$ cat config.mk
export PLATFORM = sky130hd
export DESIGN_NAME = teller_dispatcher
export DESIGN_NICKNAME = d
export VERILOG_FILES = /design/src/rtl/abqm_pkg.sv /design/src/rtl/teller_dispatcher_rr_arbiter.sv /design/src/rtl/teller_dispatcher.sv
export SDC_FILE = /design/constraint.sdc
export NUM_CORES = 1
export LEC_CHECK = 0
export CORE_MARGIN = 5
export CORE_UTILIZATION = 25
export DETAILED_ROUTE_END_ITERATION = 6
export GPL_ROUTABILITY_DRIVEN = 0
export PLACE_DENSITY = 0.43
export SLEW_MARGIN = 20
export SYNTH_ARGS = -nofsm -noshare
export SYNTH_HDL_FRONTEND = slang
export SYNTH_SLANG_ARGS = --single-unit
export TNS_END_PERCENT = 20
$ cat constraint.sdc
create_clock -name clk -period 4.5 [get_ports clk]
set_input_delay 0.9 -clock clk [delete_from_list [all_inputs] [get_ports clk]]
set_output_delay 0.9 -clock clk [all_outputs]
set_load 0.02 [all_outputs]
$ cat src/rtl/abqm_pkg.sv
// Shared definitions for the teller dispatch controller.
// Holds the FSM encoding, the parameter defaults and the queue-occupancy width.
package abqm_pkg;

  typedef enum logic [1:0] {
    IDLE  = 2'b00,
    GRANT = 2'b01,
    HOLD  = 2'b10
  } state_t;

  localparam int N_TELLERS_DEF   = 3;
  localparam int TICKET_W_DEF    = 4;
  localparam int SVC_TIMEOUT_DEF = 15;
  localparam int PCOUNT_W        = 3;

  // A one-entry index still needs a one-bit pointer.
  function automatic int ptr_width(input int n);
    return (n > 1) ? $clog2(n) : 1;
  endfunction

endpackage

$ cat src/rtl/teller_dispatcher_rr_arbiter.sv
// Combinational round-robin pick: the first requester strictly after ptr, wrapping.
// Returns a one-hot grant, its index, and whether any request was present.
module rr_arbiter
  import abqm_pkg::*;
#(
  parameter int N     = N_TELLERS_DEF,
  parameter int PTR_W = ptr_width(N)
) (
  input  logic [N-1:0]     req,
  input  logic [PTR_W-1:0] ptr,
  output logic [N-1:0]     gnt,
  output logic             valid,
  output logic [PTR_W-1:0] gnt_idx
);

  logic [PTR_W-1:0] idx_v;

  always_comb begin
    gnt     = '0;
    valid   = 1'b0;
    gnt_idx = '0;
    idx_v   = '0;
    for (int k = 1; k <= N; k++) begin
      idx_v = PTR_W'((int'(ptr) + k) % N);
      if (!valid && req[idx_v]) begin
        valid        = 1'b1;
        gnt[idx_v]   = 1'b1;
        gnt_idx      = idx_v;
      end
    end
  end

endmodule

$ cat src/rtl/teller_dispatcher.sv
// Shares enabled tellers among waiting customers: round-robin grant, one-clk pop to the
// queue counter, ticket issue and per-teller service timeout.
module teller_dispatcher
  import abqm_pkg::*;
#(
  parameter int N_TELLERS   = N_TELLERS_DEF,
  parameter int TICKET_W    = TICKET_W_DEF,
  parameter int SVC_TIMEOUT = SVC_TIMEOUT_DEF
) (
  input  logic                            clk,
  input  logic                            reset,
  input  logic                            tick,
  input  logic [1:0]                      tcount,
  input  logic [PCOUNT_W-1:0]             pcount,
  input  logic                            in,
  input  logic [N_TELLERS-1:0]            teller_done,
  output logic                            out,
  output logic [N_TELLERS-1:0]            grant,
  output logic [N_TELLERS-1:0]            busy,
  output logic [N_TELLERS*TICKET_W-1:0]   teller_ticket,
  output logic [N_TELLERS-1:0]            timeout
);

  localparam int PTR_W = ptr_width(N_TELLERS);
  localparam int TMR_W = $clog2(SVC_TIMEOUT + 1);
  localparam logic [PTR_W-1:0] PTR_RST   = PTR_W'(N_TELLERS - 1);
  localparam logic [TMR_W-1:0] TMR_LAST  = TMR_W'(SVC_TIMEOUT - 1);

  state_t                          state_q, state_d;
  logic                            out_q, out_d;
  logic [N_TELLERS-1:0]            grant_q, grant_d;
  logic [N_TELLERS-1:0]            busy_q, busy_d;
  logic [N_TELLERS-1:0]            timeout_q, timeout_d;
  logic [N_TELLERS*TICKET_W-1:0]   ticket_q, ticket_d;
  logic [TICKET_W-1:0]             ctr_q, ctr_d;
  logic [PTR_W-1:0]                rr_q, rr_d;
  logic [N_TELLERS-1:0][TMR_W-1:0] tmr_q, tmr_d;

  logic [N_TELLERS-1:0]            eligible;
  logic [N_TELLERS-1:0]            arb_gnt;
  logic                            arb_valid;
  logic [PTR_W-1:0]                arb_idx;
  logic                            start_grant;

  always_comb begin
    eligible = '0;
    for (int i = 0; i < N_TELLERS; i++) begin
      eligible[i] = (i < int'(tcount)) && !busy_q[i];
    end
  end

  rr_arbiter #(
    .N     (N_TELLERS),
    .PTR_W (PTR_W)
  ) u_arb (
    .req     (eligible),
    .ptr     (rr_q),
    .gnt     (arb_gnt),
    .valid   (arb_valid),
    .gnt_idx (arb_idx)
  );

  // A pop coinciding with `in` would be lost at the counter, so the grant waits for in==0.
  always_comb begin
    state_d     = state_q;
    start_grant = 1'b0;
    case (state_q)
      IDLE: begin
        if ((pcount != '0) && arb_valid && !in) begin
          state_d     = GRANT;
          start_grant = 1'b1;
        end
      end
      GRANT:   state_d = HOLD;
      HOLD:    state_d = IDLE;
      default: state_d = IDLE;
    endcase
  end

  // Handshake: out is a one-clk pop with no back-pressure; grant is one-hot in that same cycle.
  always_comb begin
    out_d     = start_grant;
    grant_d   = start_grant ? arb_gnt : '0;
    busy_d    = busy_q;
    timeout_d = '0;
    tmr_d     = tmr_q;
    ticket_d  = ticket_q;
    ctr_d     = ctr_q;
    rr_d      = rr_q;

    for (int i = 0; i < N_TELLERS; i++) begin
      if (busy_q[i]) begin
        if (teller_done[i]) begin
          busy_d[i] = 1'b0;
        end else if (tick) begin
          tmr_d[i] = tmr_q[i] + TMR_W'(1);
          if (tmr_q[i] == TMR_LAST) begin
            busy_d[i]    = 1'b0;
            timeout_d[i] = 1'b1;
          end
        end
      end
    end

    // The granted teller is idle, so this never collides with its own release above.
    if (start_grant) begin
      busy_d[arb_idx]                           = 1'b1;
      tmr_d[arb_idx]                            = '0;
      ticket_d[int'(arb_idx)*TICKET_W +: TICKET_W] = ctr_q;
      ctr_d                                     = ctr_q + TICKET_W'(1);
      rr_d                                      = arb_idx;
    end
  end

  always_ff @(posedge clk) begin
    if (!reset) begin
      state_q   <= IDLE;
      out_q     <= 1'b0;
      grant_q   <= '0;
      busy_q    <= '0;
      timeout_q <= '0;
      ticket_q  <= '0;
      ctr_q     <= '0;
      rr_q      <= PTR_RST;
      tmr_q     <= '0;
    end else begin
      state_q   <= state_d;
      out_q     <= out_d;
      grant_q   <= grant_d;
      busy_q    <= busy_d;
      timeout_q <= timeout_d;
      ticket_q  <= ticket_d;
      ctr_q     <= ctr_d;
      rr_q      <= rr_d;
      tmr_q     <= tmr_d;
    end
  end

  assign out           = out_q;
  assign grant         = grant_q;
  assign busy          = busy_q;
  assign teller_ticket = ticket_q;
  assign timeout       = timeout_q;

endmodule

---- Yosys cells after proc, flatten, opt, wreduce, memory -nomap -nowiden ----
Index checks and enable logic that the tools add are counted.
storage, ports and cells
  logic and storage cells ................. 131
  bits in registers ....................... 42
  input bits .............................. 12
  output and inout port bits .............. 22
cells by class
  shifts and indexed selects .............. 2
  multiplexer cells ....................... 56
  bitwise logic cells ..................... 10
  div/mod/pow operators ................... 3
  reductions and logical operators ........ 23
  $lt $le $gt $ge ......................... 11
  add/subtract/negate cells ............... 8
  eq/ne operators ......................... 5
operators by type and width
  kind                       number
  $mod A32 B3 Y32 const B    3
  $mux W4                    10
  $neg A4 Y33                1
  $shift A4 B33 Y12 const A  1
  $shiftx A4 B33 Y12         1
  $mux W1                    27
  $add A4 B1 Y4 const B      4
  $and A12 B12 Y12           1
  $bwmux W12                 1
  $eq A4 B4 Y1 const B       3
  $lt A2 B3 Y1 const B       4
  $mux W12                   1
  $mux W3                    4
  $not A12 Y12               1
  $reduce_or A4 Y1           3
  $logic_and A1 B1 Y1        11
  $or A3 B3 Y3               3
  $demux W1 S2               4
  $demux W4 S2               1
  $ge A2 B1 Y1 const B       4
  $mux W2                    4
  $add A2 B2 Y3 const B      2
  $bmux W1 S2                3
  $logic_not A1 Y1           6
  other kinds (10)           15

---- Longest topological paths before layout ----
  depth after elaboration ................. 18
  depth in mapped cells ................... 12
  mapped depth without buffers ............ 10

---- By module ----
Synthesis repeated with hierarchy kept, for this count alone.
second synthesis, totals
  cell total of the unflattened synthesis .. 243
  area total of the unflattened synthesis .. 2149.6 sq um
by module, submodules not included
  module             sequential area each (sq um)  times used  area an instance (sq um)  cells each
  teller_dispatcher  840.8                         1           1851.8                    202
  rr_arbiter         0.0                           1           297.8                     41

---- Worst setup path before layout ----
OpenSTA, ideal clock, no wires.
  path type ............................... in2reg
  from .................................... input tcount[1]
  to ...................................... register ticket_q[10] (netlist: teller_ticket[10])
  path slack .............................. 1581 ps
  setup time .............................. 101 ps
  path buffers ............................ 2
  required time ........................... 4399 ps
  cell stages on the path ................. 10
  data arrival time ....................... 2818 ps
  path through ............................ clkbuf_1 > o21bai_1 > nor2b_1 > nor3b_1 > clkbuf_1 > inv_1 > ha_1 > inv_1 > nand2_1 > o41ai_1
between the ends
  elaborated cells between the ends (all ways) .. 30
  those cells by class .................... 1 x add/sub; 3 x order compare; 2 x shift; 15 x mux; 9 x reduce/logical
RTL lines
  what                                                     line                                source
  from (decl)                                              teller_dispatcher.sv:13             input logic [1:0] tcount,
  $lt A1 B2 Y1 or $lt A2 B2 Y1 (tied branches)             teller_dispatcher.sv:48             eligible[i] = (i < int'(tcount)) && !busy_q[i];
  $logic_and A1 B1 Y1                                      teller_dispatcher.sv:48
  $bmux W1 S2                                              teller_dispatcher_rr_arbiter.sv:25  if (!valid && req[idx_v]) begin
  $mux W1 (not written as such)                            teller_dispatcher_rr_arbiter.sv:25
  $mux W1                                                  teller_dispatcher_rr_arbiter.sv:25
  $logic_not A1 Y1                                         teller_dispatcher_rr_arbiter.sv:25
  $logic_and A1 B1 Y1                                      teller_dispatcher_rr_arbiter.sv:25
  $mux W1                                                  teller_dispatcher_rr_arbiter.sv:25
  $logic_not A1 Y1                                         teller_dispatcher_rr_arbiter.sv:25
  $logic_and A1 B1 Y1                                      teller_dispatcher_rr_arbiter.sv:25
  $mux W2 *                                                teller_dispatcher_rr_arbiter.sv:25
  named net arb_idx[0]                                     teller_dispatcher.sv:42             logic [PTR_W-1:0] arb_idx;
  $neg A4 Y33 *                                            teller_dispatcher.sv:109            ticket_d[int'(arb_idx)*TICKET_W +: TICKET_W] = ctr_q;
  $shiftx A4 B33 Y12 or $shift A4 B33 Y12 (tied branches)  teller_dispatcher.sv:109
  $bwmux W12 *                                             teller_dispatcher.sv:109
  to (signal assigned)                                     teller_dispatcher.sv:132            ticket_q <= ticket_d;
  to (decl)                                                teller_dispatcher.sv:34             logic [N_TELLERS*TICKET_W-1:0] ticket_q, ticket_d;
The timed path passes the listed nets; every way through them passes the cells marked *. The select of a mux whose other input is x is not followed.
A chain may end at the register's enable or synchronous reset.

---- Worst setup path after layout ----
Ends and elaborated chain as after synthesis.

==> flow_summary.ini <==
[finish]
layout_common_cells = dfxtp_1, clkdlybuf4s50_1, nand2_1
final_common_cell = dfxtp_1
area_growth_pct = 21.9
n_antenna_cell = 0
drive_above_1_share_pct = 8.07
layout.nets = 310

[timing]
layout_min_cycle_time_ns = 3.16
rsz0062_at_grt = no
max_freq_mhz = 316
post-route-period-util_pct = 70.2
relSlewSlack_pct = 43.6
setup_violations = 0
fin_skew_ns = 0.0126
final_max_slew_viol_count = 0
hold_violations = 0
tns_ns = 0
worstMarginPinSlew_ns = 0.844

[floorplanning]
core_um2 = 8720
die_area_um2 = 11000
initial_core_util_pct = 25.7
rows = 34
die_y_um = 105
pin_count = 34
die_w_um = 105

[cts]
clock_sinks = 42
cts_made_buffers = 5
clockBufferDepth = 2
cts_max_level = 2
clk_latency_ns = 0.30
ctsHoldBuffers = 0
path_clk_slew_ns = 0.09
root_buffer = clkbuf_8
post_cts_resized = 0
post_cts_buffers = 0
cts_tree = done

[yosys]
synth_mux_area_share_pct = 0
syn-cell-area_um2 = 2240
ys_types = 50
yosys.area.top_type = dfxtp_1
synth_top_family_by_area = simple AND/OR/NAND/NOR gates
synth_area_leaders = dfxtp_1, ha_1, nand3_1
async_reset_ff_share_pct = 0
synth_fp_nets = 283
synth_top_area_share_pct = 37.5
yosys.area_share.simple_pct = 24.9
yosysSeqAreaShare_pct = 37.5
synth_flop_cell = dfxtp_1
synth-edff-count = 0
ys_ff_latch = 42
synth_compound_area_share_pct = 20.3
avgSynthCellArea_um2 = 8.73
synthAdderAreaFrac_pct = 7.81
syn_inst = 257
yosysWarnings = 0
synthXorXnorAreaFrac_pct = 3.90

[detailed_routing]
vias_per_cell = 4.89
drtIter0Drc = 43
drc = 0
wl_um = 5710
vias = 1920
drtAntennaViolNets = 0
wl_per_cell_um = 14.5
first_pass_iters = 4

[global_routing]
grt_max_degree = 24
gr-total-overflow = 0
use_met2_pct = 15.0
grt-busiest-layer = met2
grt_pass1_wl_um = 9300
gr-usage-met3_pct = 3.21
grt_use_met1_pct = 14.3
grt_usage_pct = 10.2
grt_pass1_vias = 1813
antenna_found_initial = 0

[critical_path]
worstSetupStartpointType = input pin
path_max_fanout = 10
required_ns = 4.70
worstPathArrival_ns = 3.36
crit_start = tcount[1]
end_kind = flip-flop
worstSetupPathType = input pin to flip-flop
regToRegStartpoint = rr_q[0]

[hold_path]
hold_path.class = flip-flop to flip-flop
min-delay-start = state_q[1]

[power_and_ir_drop]
peakVddDrop_mv = 0.105
leakagePower_uw = 0.000947
powerDensity_nw_per_um2 = 297
power.total_uw = 812

[place]
port_buffers = 33
dp_hpwl_um = 4230

[status]
status = finished, final reports clean

[flow_run]
maxCapViolCount = 0
==> final timing paths <==
check	endpoint	slack (ns)	depth (start not counted)
worst min-delay path	state_q[1]	0.41	1
worst max-delay path	teller_ticket[10]	1.34	8
worst max register to register	teller_ticket[10]	1.68	11
worst min register to register	state_q[1]	0.41	1
==> layout make-up <==
type | count | area (um^2)
multi-input cells | 188 | 1280
flip-flops and latches | 42 | 841
clock buffers | 5 | 68.8
inverters | 12 | 45.0
well taps | 108 | 135
fillers | 908 | 5990
clock inverters | 3 | 21.3
repair buffers | 35 | 345
==> per-layer routing <==
metal | vias up | share of wire [%]
li1 | 976 | -
met1 | 892 | 49
met2 | 43 | 45
met3 | 9 | 4.9
met4 | 0 | 1.0
met5 | - | 0
==> metrics by stage <==
stage | hold slack (ns) | cells | setup slack, ns | utilization, % | cell area [um^2]
final | 0.412 | 393 | 1.34 | 31.3 | 2730
after global routing | 0.423 | 393 | 1.09 | 31.3 | 2730
after CTS | 0.416 | 393 | 1.33 | 31.3 | 2730
after detailed placement | 0.404 | 385 | 1.02 | 30.3 | 2640
after global placement | 0.398 | 385 | 1.11 | 30.3 | 2640
after floorplan | 0.391 | 257 | 1.58 | - | 2240
==> power breakdown <==
group	switching [uW]	total [uW]	internal, uW
clock network	144	253	109
registers	12.9	395	382
logic	101	164	63.1
total	258	812	554
==> flip-flops by register name (all words and copies together), names as in the netlist, 2 cells and up <==
name,count
tmr_q,12
grant,3
timeout,3
state_q,2
busy,3
teller_ticket,12
rr_q,2
ctr_q,4
==> cells by family (layout without fill, tap and decap cells) <==
group                      after synthesis  in the layout
AOI/OAI and AO/OA                       58             58
xor gates and xnor gates                10             10
adders and majority gates               14             14
buffers and inverters                   27             55
DFF                                     42             42
and+or+nand+nor                        106            106
==> critical path, stage by stage <==
cell and delay, ns:
clkdlybuf4s50_1 0.53, o21bai_1 0.40, a211oi_1 0.12, or3_1 0.45, inv_1 0.08, ha_1 0.15
o2111ai_2 0.27, o41ai_1 0.45
==> synth_stat cells, drive strengths merged (3+ instances only) <==
| cell | n |
|---|---|
| a211oi | 5 |
| a21oi | 11 |
| and2 | 3 |
| buf | 5 |
| clkbuf | 10 |
| dfxtp | 42 |
| ha | 14 |
| inv | 12 |
| nand2 | 26 |
| nand3 | 19 |
| nand3b | 6 |
| nand4 | 6 |
| nor2 | 21 |
| nor2b | 10 |
| o211ai | 8 |
| o21ai | 5 |
| o31ai | 8 |
| o41ai | 4 |
| or3 | 4 |
| xnor2 | 4 |
| xor2 | 6 |
No activity file was read; power rests on OpenSTA's default activity.
